--- src/rtl/instruction_fetch_unit_pkg.sv ---
// Shared types and constants for the RV32I fetch stage.
package instruction_fetch_unit_pkg;

  localparam int unsigned INSTRUCTION_SIZE = 32;
  localparam logic [INSTRUCTION_SIZE-1:0] NOP_ENCODING = 32'h0000_0013;

  typedef enum logic [1:0] {
    BOOT = 2'd0,
    RUN  = 2'd1,
    HALT = 2'd2
  } fetch_state_e;

  function automatic logic [INSTRUCTION_SIZE-1:0] align_word(input logic [INSTRUCTION_SIZE-1:0] a);
    return {a[INSTRUCTION_SIZE-1:2], 2'b00};
  endfunction

endpackage

--- src/rtl/instruction_fetch_unit_if.sv ---
// Instruction-memory bus: fetch unit (master) drives the address, memory (slave) returns the word.
interface instruction_fetch_unit_if;
  import instruction_fetch_unit_pkg::*;

  logic [INSTRUCTION_SIZE-1:0] InstructionAddress;
  logic [INSTRUCTION_SIZE-1:0] ReadInstruction;

  modport master (output InstructionAddress, input ReadInstruction);
  modport slave  (input InstructionAddress, output ReadInstruction);
endinterface

--- src/rtl/instruction_fetch_unit_if_id_register.sv ---
// IF/ID pipeline register with hold (stall) and load-bubble (flush) controls; bubble wins over hold.
module if_id_register
  import instruction_fetch_unit_pkg::*;
#(
  parameter logic [INSTRUCTION_SIZE-1:0] NOP_INSTR = NOP_ENCODING
) (
  input  logic                        clk,
  input  logic                        rst_n,
  input  logic                        hold_i,
  input  logic                        bubble_i,
  input  logic [INSTRUCTION_SIZE-1:0] instr_i,
  input  logic [INSTRUCTION_SIZE-1:0] pc_i,
  input  logic [INSTRUCTION_SIZE-1:0] pc_plus4_i,
  output logic [INSTRUCTION_SIZE-1:0] instr_o,
  output logic [INSTRUCTION_SIZE-1:0] pc_o,
  output logic [INSTRUCTION_SIZE-1:0] pc_plus4_o,
  output logic                        valid_o
);

  logic [INSTRUCTION_SIZE-1:0] instr_q, instr_d;
  logic [INSTRUCTION_SIZE-1:0] pc_q, pc_d;
  logic [INSTRUCTION_SIZE-1:0] pc_plus4_q, pc_plus4_d;
  logic                        valid_q, valid_d;

  always_comb begin
    instr_d    = instr_q;
    pc_d       = pc_q;
    pc_plus4_d = pc_plus4_q;
    valid_d    = valid_q;
    if (bubble_i) begin
      instr_d    = NOP_INSTR;
      pc_d       = '0;
      pc_plus4_d = '0;
      valid_d    = 1'b0;
    end else if (!hold_i) begin
      instr_d    = instr_i;
      pc_d       = pc_i;
      pc_plus4_d = pc_plus4_i;
      valid_d    = 1'b1;
    end
  end

  always_ff @(posedge clk or negedge rst_n) begin
    if (!rst_n) begin
      instr_q    <= NOP_INSTR;
      pc_q       <= '0;
      pc_plus4_q <= '0;
      valid_q    <= 1'b0;
    end else begin
      instr_q    <= instr_d;
      pc_q       <= pc_d;
      pc_plus4_q <= pc_plus4_d;
      valid_q    <= valid_d;
    end
  end

  assign instr_o    = instr_q;
  assign pc_o       = pc_q;
  assign pc_plus4_o = pc_plus4_q;
  assign valid_o    = valid_q;

endmodule

--- src/rtl/instruction_fetch_unit.sv ---
// RV32I fetch stage: PC register, BOOT/RUN/HALT control and IF/ID capture.
// Optional FETCH_PERF_CNT_EN adds FetchCount/StallCount performance counters.
module instruction_fetch_unit
  import instruction_fetch_unit_pkg::*;
#(
  parameter logic [INSTRUCTION_SIZE-1:0] RESET_VECTOR = 32'h0000_0000,
  parameter logic [INSTRUCTION_SIZE-1:0] NOP_INSTR    = NOP_ENCODING
) (
  input  logic                        clk,
  input  logic                        rst_n,
  input  logic                        Stall,
  input  logic                        Redirect,
  input  logic [INSTRUCTION_SIZE-1:0] RedirectTarget,
  input  logic                        Halt,
  instruction_fetch_unit_if.master    imem,
  output logic [INSTRUCTION_SIZE-1:0] IfId_Instruction,
  output logic [INSTRUCTION_SIZE-1:0] IfId_PC,
  output logic [INSTRUCTION_SIZE-1:0] IfId_PCPlus4,
  output logic                        IfId_Valid,
  output logic                        FetchMisaligned,
  output logic                        Halted
`ifdef FETCH_PERF_CNT_EN
  ,
  output logic [31:0]                 FetchCount,
  output logic [31:0]                 StallCount
`endif
);

  fetch_state_e                state_q, state_d;
  logic [INSTRUCTION_SIZE-1:0] pc_q, pc_d;
  logic [INSTRUCTION_SIZE-1:0] pc_plus4;
  logic                        misaligned_q, misaligned_d;
  logic                        halted_q, halted_d;
  logic                        ifid_hold;
  logic                        ifid_bubble;
  logic                        fetch_load;

  assign pc_plus4 = pc_q + 32'd4;

  always_comb begin
    state_d      = state_q;
    pc_d         = pc_q;
    halted_d     = halted_q;
    misaligned_d = 1'b0;
    ifid_hold    = 1'b0;
    ifid_bubble  = 1'b0;
    fetch_load   = 1'b0;
    unique case (state_q)
      BOOT: begin
        ifid_bubble = 1'b1;
        state_d     = RUN;
      end
      RUN, HALT: begin
        // Redirect is the only input honoured in HALT, so RUN and HALT share its handling.
        if (Redirect) begin
          pc_d         = align_word(RedirectTarget);
          ifid_bubble  = 1'b1;
          misaligned_d = |RedirectTarget[1:0];
          state_d      = RUN;
          halted_d     = 1'b0;
        end else if (state_q == HALT) begin
          ifid_bubble = 1'b1;
        end else if (Halt) begin
          ifid_bubble = 1'b1;
          state_d     = HALT;
          halted_d    = 1'b1;
        end else if (Stall) begin
          ifid_hold = 1'b1;
        end else begin
          pc_d       = pc_plus4;
          fetch_load = 1'b1;
        end
      end
      default: begin
        ifid_bubble = 1'b1;
        state_d     = BOOT;
      end
    endcase
  end

  always_ff @(posedge clk or negedge rst_n) begin
    if (!rst_n) begin
      state_q      <= BOOT;
      pc_q         <= RESET_VECTOR;
      misaligned_q <= 1'b0;
      halted_q     <= 1'b0;
    end else begin
      state_q      <= state_d;
      pc_q         <= pc_d;
      misaligned_q <= misaligned_d;
      halted_q     <= halted_d;
    end
  end

  if_id_register #(
    .NOP_INSTR (NOP_INSTR)
  ) u_if_id (
    .clk        (clk),
    .rst_n      (rst_n),
    .hold_i     (ifid_hold || !fetch_load && !ifid_bubble),
    .bubble_i   (ifid_bubble),
    .instr_i    (imem.ReadInstruction),
    .pc_i       (pc_q),
    .pc_plus4_i (pc_plus4),
    .instr_o    (IfId_Instruction),
    .pc_o       (IfId_PC),
    .pc_plus4_o (IfId_PCPlus4),
    .valid_o    (IfId_Valid)
  );

  assign imem.InstructionAddress = pc_q;
  assign FetchMisaligned         = misaligned_q;
  assign Halted                  = halted_q;

`ifdef FETCH_PERF_CNT_EN
  logic [31:0] fetch_cnt_q, fetch_cnt_d;
  logic [31:0] stall_cnt_q, stall_cnt_d;

  always_comb begin
    fetch_cnt_d = fetch_cnt_q + {31'd0, fetch_load};
    stall_cnt_d = stall_cnt_q + {31'd0, ifid_hold};
  end

  always_ff @(posedge clk or negedge rst_n) begin
    if (!rst_n) begin
      fetch_cnt_q <= '0;
      stall_cnt_q <= '0;
    end else begin
      fetch_cnt_q <= fetch_cnt_d;
      stall_cnt_q <= stall_cnt_d;
    end
  end

  assign FetchCount = fetch_cnt_q;
  assign StallCount = stall_cnt_q;
`endif

endmodule
--- src/flat_wrapper.sv ---
// flat-port wrapper written by rule: the top's interface ports become plain ports
module instruction_fetch_unit_flat import instruction_fetch_unit_pkg::*;
#(
  parameter logic [INSTRUCTION_SIZE-1:0] RESET_VECTOR = 32'h0000_0000,
  parameter logic [INSTRUCTION_SIZE-1:0] NOP_INSTR    = NOP_ENCODING
)
  (clk, rst_n, Stall, Redirect, RedirectTarget, Halt, IfId_Instruction, IfId_PC, IfId_PCPlus4, IfId_Valid, FetchMisaligned, Halted, imem_InstructionAddress, imem_ReadInstruction);
  instruction_fetch_unit_if imem_i ();
  input  logic clk;
  input  logic rst_n;
  input  logic Stall;
  input  logic Redirect;
  input  logic [INSTRUCTION_SIZE-1:0] RedirectTarget;
  input  logic Halt;
  output logic [INSTRUCTION_SIZE-1:0] IfId_Instruction;
  output logic [INSTRUCTION_SIZE-1:0] IfId_PC;
  output logic [INSTRUCTION_SIZE-1:0] IfId_PCPlus4;
  output logic IfId_Valid;
  output logic FetchMisaligned;
  output logic Halted;
  output wire logic [$bits(imem_i.InstructionAddress)-1:0] imem_InstructionAddress;
  input wire logic [$bits(imem_i.ReadInstruction)-1:0] imem_ReadInstruction;
  assign imem_InstructionAddress = imem_i.InstructionAddress;
  assign imem_i.ReadInstruction = imem_ReadInstruction;
  instruction_fetch_unit #(.RESET_VECTOR(RESET_VECTOR), .NOP_INSTR(NOP_INSTR)) u_core (.clk(clk), .rst_n(rst_n), .Stall(Stall), .Redirect(Redirect), .RedirectTarget(RedirectTarget), .Halt(Halt), .imem(imem_i), .IfId_Instruction(IfId_Instruction), .IfId_PC(IfId_PC), .IfId_PCPlus4(IfId_PCPlus4), .IfId_Valid(IfId_Valid), .FetchMisaligned(FetchMisaligned), .Halted(Halted));
endmodule
--- config.mk ---
export PLATFORM = sky130hd
export DESIGN_NAME = instruction_fetch_unit_flat
export DESIGN_NICKNAME = d
export VERILOG_FILES = /design/src/rtl/instruction_fetch_unit_pkg.sv /design/src/rtl/instruction_fetch_unit_if.sv /design/src/rtl/instruction_fetch_unit_if_id_register.sv /design/src/rtl/instruction_fetch_unit.sv /design/src/flat_wrapper.sv
export SDC_FILE = /design/constraint.sdc
export NUM_CORES = 1
export LEC_CHECK = 0
export ABC_AREA = 1
export CORE_UTILIZATION = 46
export DETAILED_ROUTE_END_ITERATION = 10
export PLACE_DENSITY = 0.86
export SYNTH_ARGS = -nofsm -noshare
export SYNTH_HDL_FRONTEND = slang
export SYNTH_SLANG_ARGS = --single-unit
--- constraint.sdc ---
create_clock -name clk -period 1.9 [get_ports clk]
set_clock_uncertainty 0.1 [all_clocks]
set_input_delay 0.475 -clock clk [delete_from_list [all_inputs] [get_ports clk]]
set_output_delay 0.475 -clock clk [all_outputs]
set_load 0.02 [all_outputs]
# After elaboration in Yosys (flattened, before gate mapping)
# Index checks and enable logic that the tools add are counted.
# totals
regBits	133
input_bits	69
output_inout_bits	131
elab_cells	63
# op_classes
n_addsub	1
n_eq_ne	8
n_mux	35
n_reduce_logical	11
# ops
op	count
$mux W32	10
$add A32 B3 Y32 const B	1
$mux W1	21
$mux W2	3
$ne A3 B3 Y1 const B	2
$ne A2 B1 Y1 const B	2
$ne A2 B2 Y1 const B	2
$pmux W2 S2	1
$reduce_and A4 Y1	1
$reduce_or A2 Y1	2
$reduce_and A3 Y1	1
$eq A2 B1 Y1 const B	1
$eq A2 B2 Y1 const B	1
$logic_not A1 Y1	2
$logic_not A2 Y1	1
$reduce_and A2 Y1	1
$reduce_bool A2 Y1	1
$logic_and A1 B1 Y1	1
$logic_or A1 B1 Y1	1

# Depth between registers and ports, before layout
# logic_depth
word_depth	10
depth_mapped	11
depth_no_buf	10

# By module
# Synthesis repeated with hierarchy kept, for this count alone.
# unflattened
hier_cells	860
hier_area_um2	6490.0
# modules_own_cells
mod	n_inst	cells_each	area_each_um2	seq_area_each_um2
if_id_register	1	430	3866.2	2431.1
instruction_fetch_unit	1	430	2623.8	850.8

# Least setup slack after synthesis
# No wires, ideal clock.
# synth_path
path_kind	reg2reg
start	register u_core.state_q[1]
end	register u_core.pc_q[17] (netlist: u_core.imem.InstructionAddress[17])
setup_time_ps	122
t_arrival_ps	1489
t_required_ps	1678
path_slack_ps	189
stages_incl_launch_ff	11
n_path_buf	1
period_less_slack_ps	1711
path_cell_list	dfrtp_1 inv_1 ha_1 inv_2 nor2_4 nand3_2 nand2_2 inv_2 buf_2 a21oi_1 a21oi_1
# synth_via
elab_chain_cells	3
word_cells_on_any_way	5
classes_between	eq/ne: 3; reduce/logical: 2
# synth_rtl
element	line_no	source
from (decl)	instruction_fetch_unit.sv:29	fetch_state_e state_q, state_d;
from (signal assigned)	instruction_fetch_unit.sv:88	state_q <= state_d;
$eq A2 B2 Y1 / $eq A2 B1 Y1 (equally long branches)	instruction_fetch_unit.sv:48, instruction_fetch_unit.sv:61	
$ne A2 B2 Y1 (no line) / $reduce_or A2 Y1 (equally long branches)	-	
$reduce_and A4 Y1 (no line) *	-	
to (signal assigned)	instruction_fetch_unit.sv:89	pc_q <= pc_d;
to (decl)	instruction_fetch_unit.sv:30	logic [INSTRUCTION_SIZE-1:0] pc_q, pc_d;
# Every way passes the cells marked *; elsewhere a longest branch is shown, timed or not.
# A chain may end at the register's enable or synchronous reset.

# Worst setup path in the final report
# layout_path
start	register u_core.state_q[1]
end	register u_core.u_if_id.instr_q[0] (netlist: u_core.u_if_id.instr_o[0])
# layout_via
elab_chain_cells	8
word_cells_on_any_way	18
classes_between	eq/ne: 3; mux: 10; reduce/logical: 5
# layout_rtl
element	line_no	source
$eq A2 B2 Y1	instruction_fetch_unit.sv:48, instruction_fetch_unit.sv:61	
$mux W1	instruction_fetch_unit.sv:61	end else if (state_q == HALT) begin
$mux W1	instruction_fetch_unit.sv:55	if (Redirect) begin
$mux W1	instruction_fetch_unit.sv:48	unique case (state_q)
$logic_not A1 Y1	instruction_fetch_unit.sv:100	.hold_i (ifid_hold || !fetch_load && !ifid_bubble),
$logic_and A1 B1 Y1	instruction_fetch_unit.sv:100	
$logic_or A1 B1 Y1	instruction_fetch_unit.sv:100	
$ne A2 B1 Y1 (no line)	-	
to (signal assigned)	instruction_fetch_unit_if_id_register.sv:50	instr_q <= instr_d;
to (decl)	instruction_fetch_unit_if_id_register.sv:20	logic [INSTRUCTION_SIZE-1:0] instr_q, instr_d;
# Parallel ways exist; a longest one is shown, timed or not.

==> out/metrics.yaml <==
final_nets: 1014
reg2reg_depth: 10
dpl_cell_area_um2: 8351
synthMuxAreaShare_pct: 0
fin_setup_tns_ns: 0
dp_cells: 1085
drcViolationCount: 0
p_per_area_nw_per_um2: 1302
cp-end-kind: "flop"
start_kind: "flop"
synth_top_family_by_area: "simple AND/OR/NAND/NOR gates"
leakagePower_nw: 4.684
finalInstanceArea_um2: 8977
wl_per_cell_um: 16.88
required_ns: 2.15
port_buffers: 197
die_h_um: 116.3
antenna_found_initial: 0
synth_seq_cells: 128
viasPerCell: 5.220
ir_drop_uv: 782.6
track_usage_pct: 28.14
hpwl_mm: 13.09
cts_root_buffer: "clkbuf_16"
htree_num_levels: 4
synth-seq-area-share_pct: 53.38
overflow: 0
r2r_slack_ns: 0.01
drt_pre_antenna_iters: 7
cts_tree: "yes"
cts.clk_slew.worst_paths_ns: 0.06
cts_buffer_depth: 2
worst_slack_ns: 0.01059
layout-drive-gt1-share_pct: 9.539
coreArea_um2: 12670
synth_ff_type: "dfrtp_1"
io_pins: 200
syn_inst: 725
synth.avg_cell_area_um2: 8.286
gp_congestion: 0.9605
syn_area_um2: 6007
hold_viol_final: 0
min_path_type: "flop to flop"
grt_pass1_vias: 5596
slew_viol_final: 0
setup_violations: 0
fin_cells: 1126
synth-xor-area-share_pct: 0.8748
wl_mm: 19.01
area_growth_pct: 49.45
synth_warnings: 0
r2r-end: "u_core.u_if_id.instr_o[0]"
clk_latency_ns: 0.42
worstPathArrival_ns: 2.14
min-delay-start: "u_core.u_if_id.pc_plus4_o[21]"
die_area_um2: 13520
r2r-start: "u_core.state_q[1]"
synthTopCellsByArea: "dfrtp_1 (52%), nand2_1 (15%), nor2_1 (5.2%)"
start_util_pct: 47.41
final_core_util_pct: 70.85
critPathMaxFanout: 9
cp-startpoint: "u_core.state_q[1]"
die_x_um: 116.3
synth-simple-area-share_pct: 26.41
maxCapViolCount: 0
status: "finished clean"
cts_buffers: 17
synth_fa_ha_area_share_pct: 0.8332
num_antenna_cells: 0
dp_slack_ns: -0.1284
postRouteAntennaNets: 0
crit_type: "flop to flop"
cts.sinks: 128
drt_iter0_markers: 606
fmax_ghz: 0.5293
ys_types: 30
grt_max_degree: 57
synth_compound_area_share_pct: 12.18
yosys.area.top_type: "dfrtp_1"
synthArstFlopShare_pct: 100.0
rows: 41
netlist_top_cells_count: "nand2_1 (245), dfrtp_1 (125), nor2_1 (84)"
finalCriticalPeriod_ns: 1.889
grt_pass1_wl_mm: 28.71
endpoint: "u_core.u_if_id.instr_o[0]"
vias: 5878
synth_edf_count: 0
finalCritPeriodShare_pct: 99.44
synth.most_common_cell: "nand2_1"
synth.top_cell.area_share_pct: 52.07
-- how the worst min path moves through the flow --
stage	cells after the start	slack, ns	endpoint
after floorplan	0	0.08	u_core.FetchMisaligned
after global placement	1	0.33	u_core.u_if_id.instr_o[27]
after detailed placement	1	0.34	u_core.u_if_id.instr_o[27]
after CTS	2	0.38	u_core.u_if_id.pc_plus4_o[21]
after global routing	2	0.39	u_core.u_if_id.pc_plus4_o[21]
final	2	0.37	u_core.u_if_id.pc_plus4_o[21]
-- placed cells by master (no fill, tap or decap), types with 3 or more instances in the layout --
master	instances
ha_1	3
inv_2	7
dfstp_2	3
xor2_1	6
bufinv_16	3
inv_1	41
clkbuf_16	21
a22o_1	33
buf_12	13
nor2_4	4
a21oi_1	10
nand2_2	3
clkbuf_1	6
dfrtp_1	124
o22ai_1	3
o21ai_1	8
o21ai_0	53
and2_1	5
clkdlybuf4s50_1	67
nand2_1	245
buf_4	15
nor2_2	10
o211ai_1	4
nor2_1	84
clkbuf_8	4
nand3_1	32
dlygate4sd2_1	129
o22a_1	3
-- flip-flops by register name (all words and copies together) (netlist names) --
register                        flops
u_core.FetchMisaligned              1
u_core.u_if_id.pc_o                31
u_core.Halted                       1
u_core.u_if_id.valid_o              1
u_core.u_if_id.instr_o             32
u_core.imem.InstructionAddress     30
u_core.u_if_id.pc_plus4_o          30
u_core.state_q                      2
-- layout make-up --
cell class	instances	area (um^2)
timing repair buffer	231	2322
fill	983	3694
sequential	128	3208
clock inverter	5	100.1
tap	172	215.2
multi-input combinational	515	2449
clock buffer	27	503.0
inverter	48	180.2
-- critical path, stage by stage (launching register included) --
cell and delay, ns:
dfrtp_1 0.41, inv_2 0.08, ha_4 0.27, inv_2 0.04, nor2_4 0.11, nand3_4 0.12
nor2_4 0.14, buf_12 0.17, buf_12 0.15, inv_2 0.05, o22a_1 0.16
-- stage by stage --
stage,power [mW],hold slack [ns]
finish,11.69,0.3746
global route,12.32,0.3866
CTS,11.49,0.3765
detailed placement,8.498,0.3381
global placement,8.407,0.3348
floorplan,6.310,0.07941
-- metal layers --
| metal | up-vias | share of wire, % | track usage, % |
|---|---|---|---|
| li1 | 2770 | - | - |
| met1 | 2806 | 42 | 37.90 |
| met2 | 261 | 48 | 44.18 |
| met3 | 41 | 7.4 | 7.369 |
| met4 | 0 | 2.7 | 9.658 |
| met5 | - | 0 | 0 |
-- power breakdown --
| group | switching [mW] | internal (mW) | leakage (nW) | total (mW) |
|---|---|---|---|---|
| sequential | 0.594 | 3.27 | 1.70 | 3.86 |
| combinational | 2.77 | 1.71 | 2.68 | 4.48 |
| clock | 1.14 | 2.20 | 0.296 | 3.34 |
| total | 4.51 | 7.18 | 4.68 | 11.7 |
-- kinds of logic after synthesis --
logic type	Yosys count
flip-flops	128
adder cells (fa/ha/maj)	4
buffers and inverters	83
other	1
AND/OR/NAND/NOR	387
AO/OA/AOI/OAI	116
XOR/XNOR	6
-- repair_timing --
item / 4_1_cts / 5_1_grt
gates cloned: 0 / 5
gates resized for setup: 129 / 6
hold buffers: 1 / 0
pin swaps: 0 / 2
endpoints found under the setup margin: 130 / 80
endpoints found under the hold margin: 25 / 0
buffers inserted: 0 / 3
(Power assumes the default switching activity.)
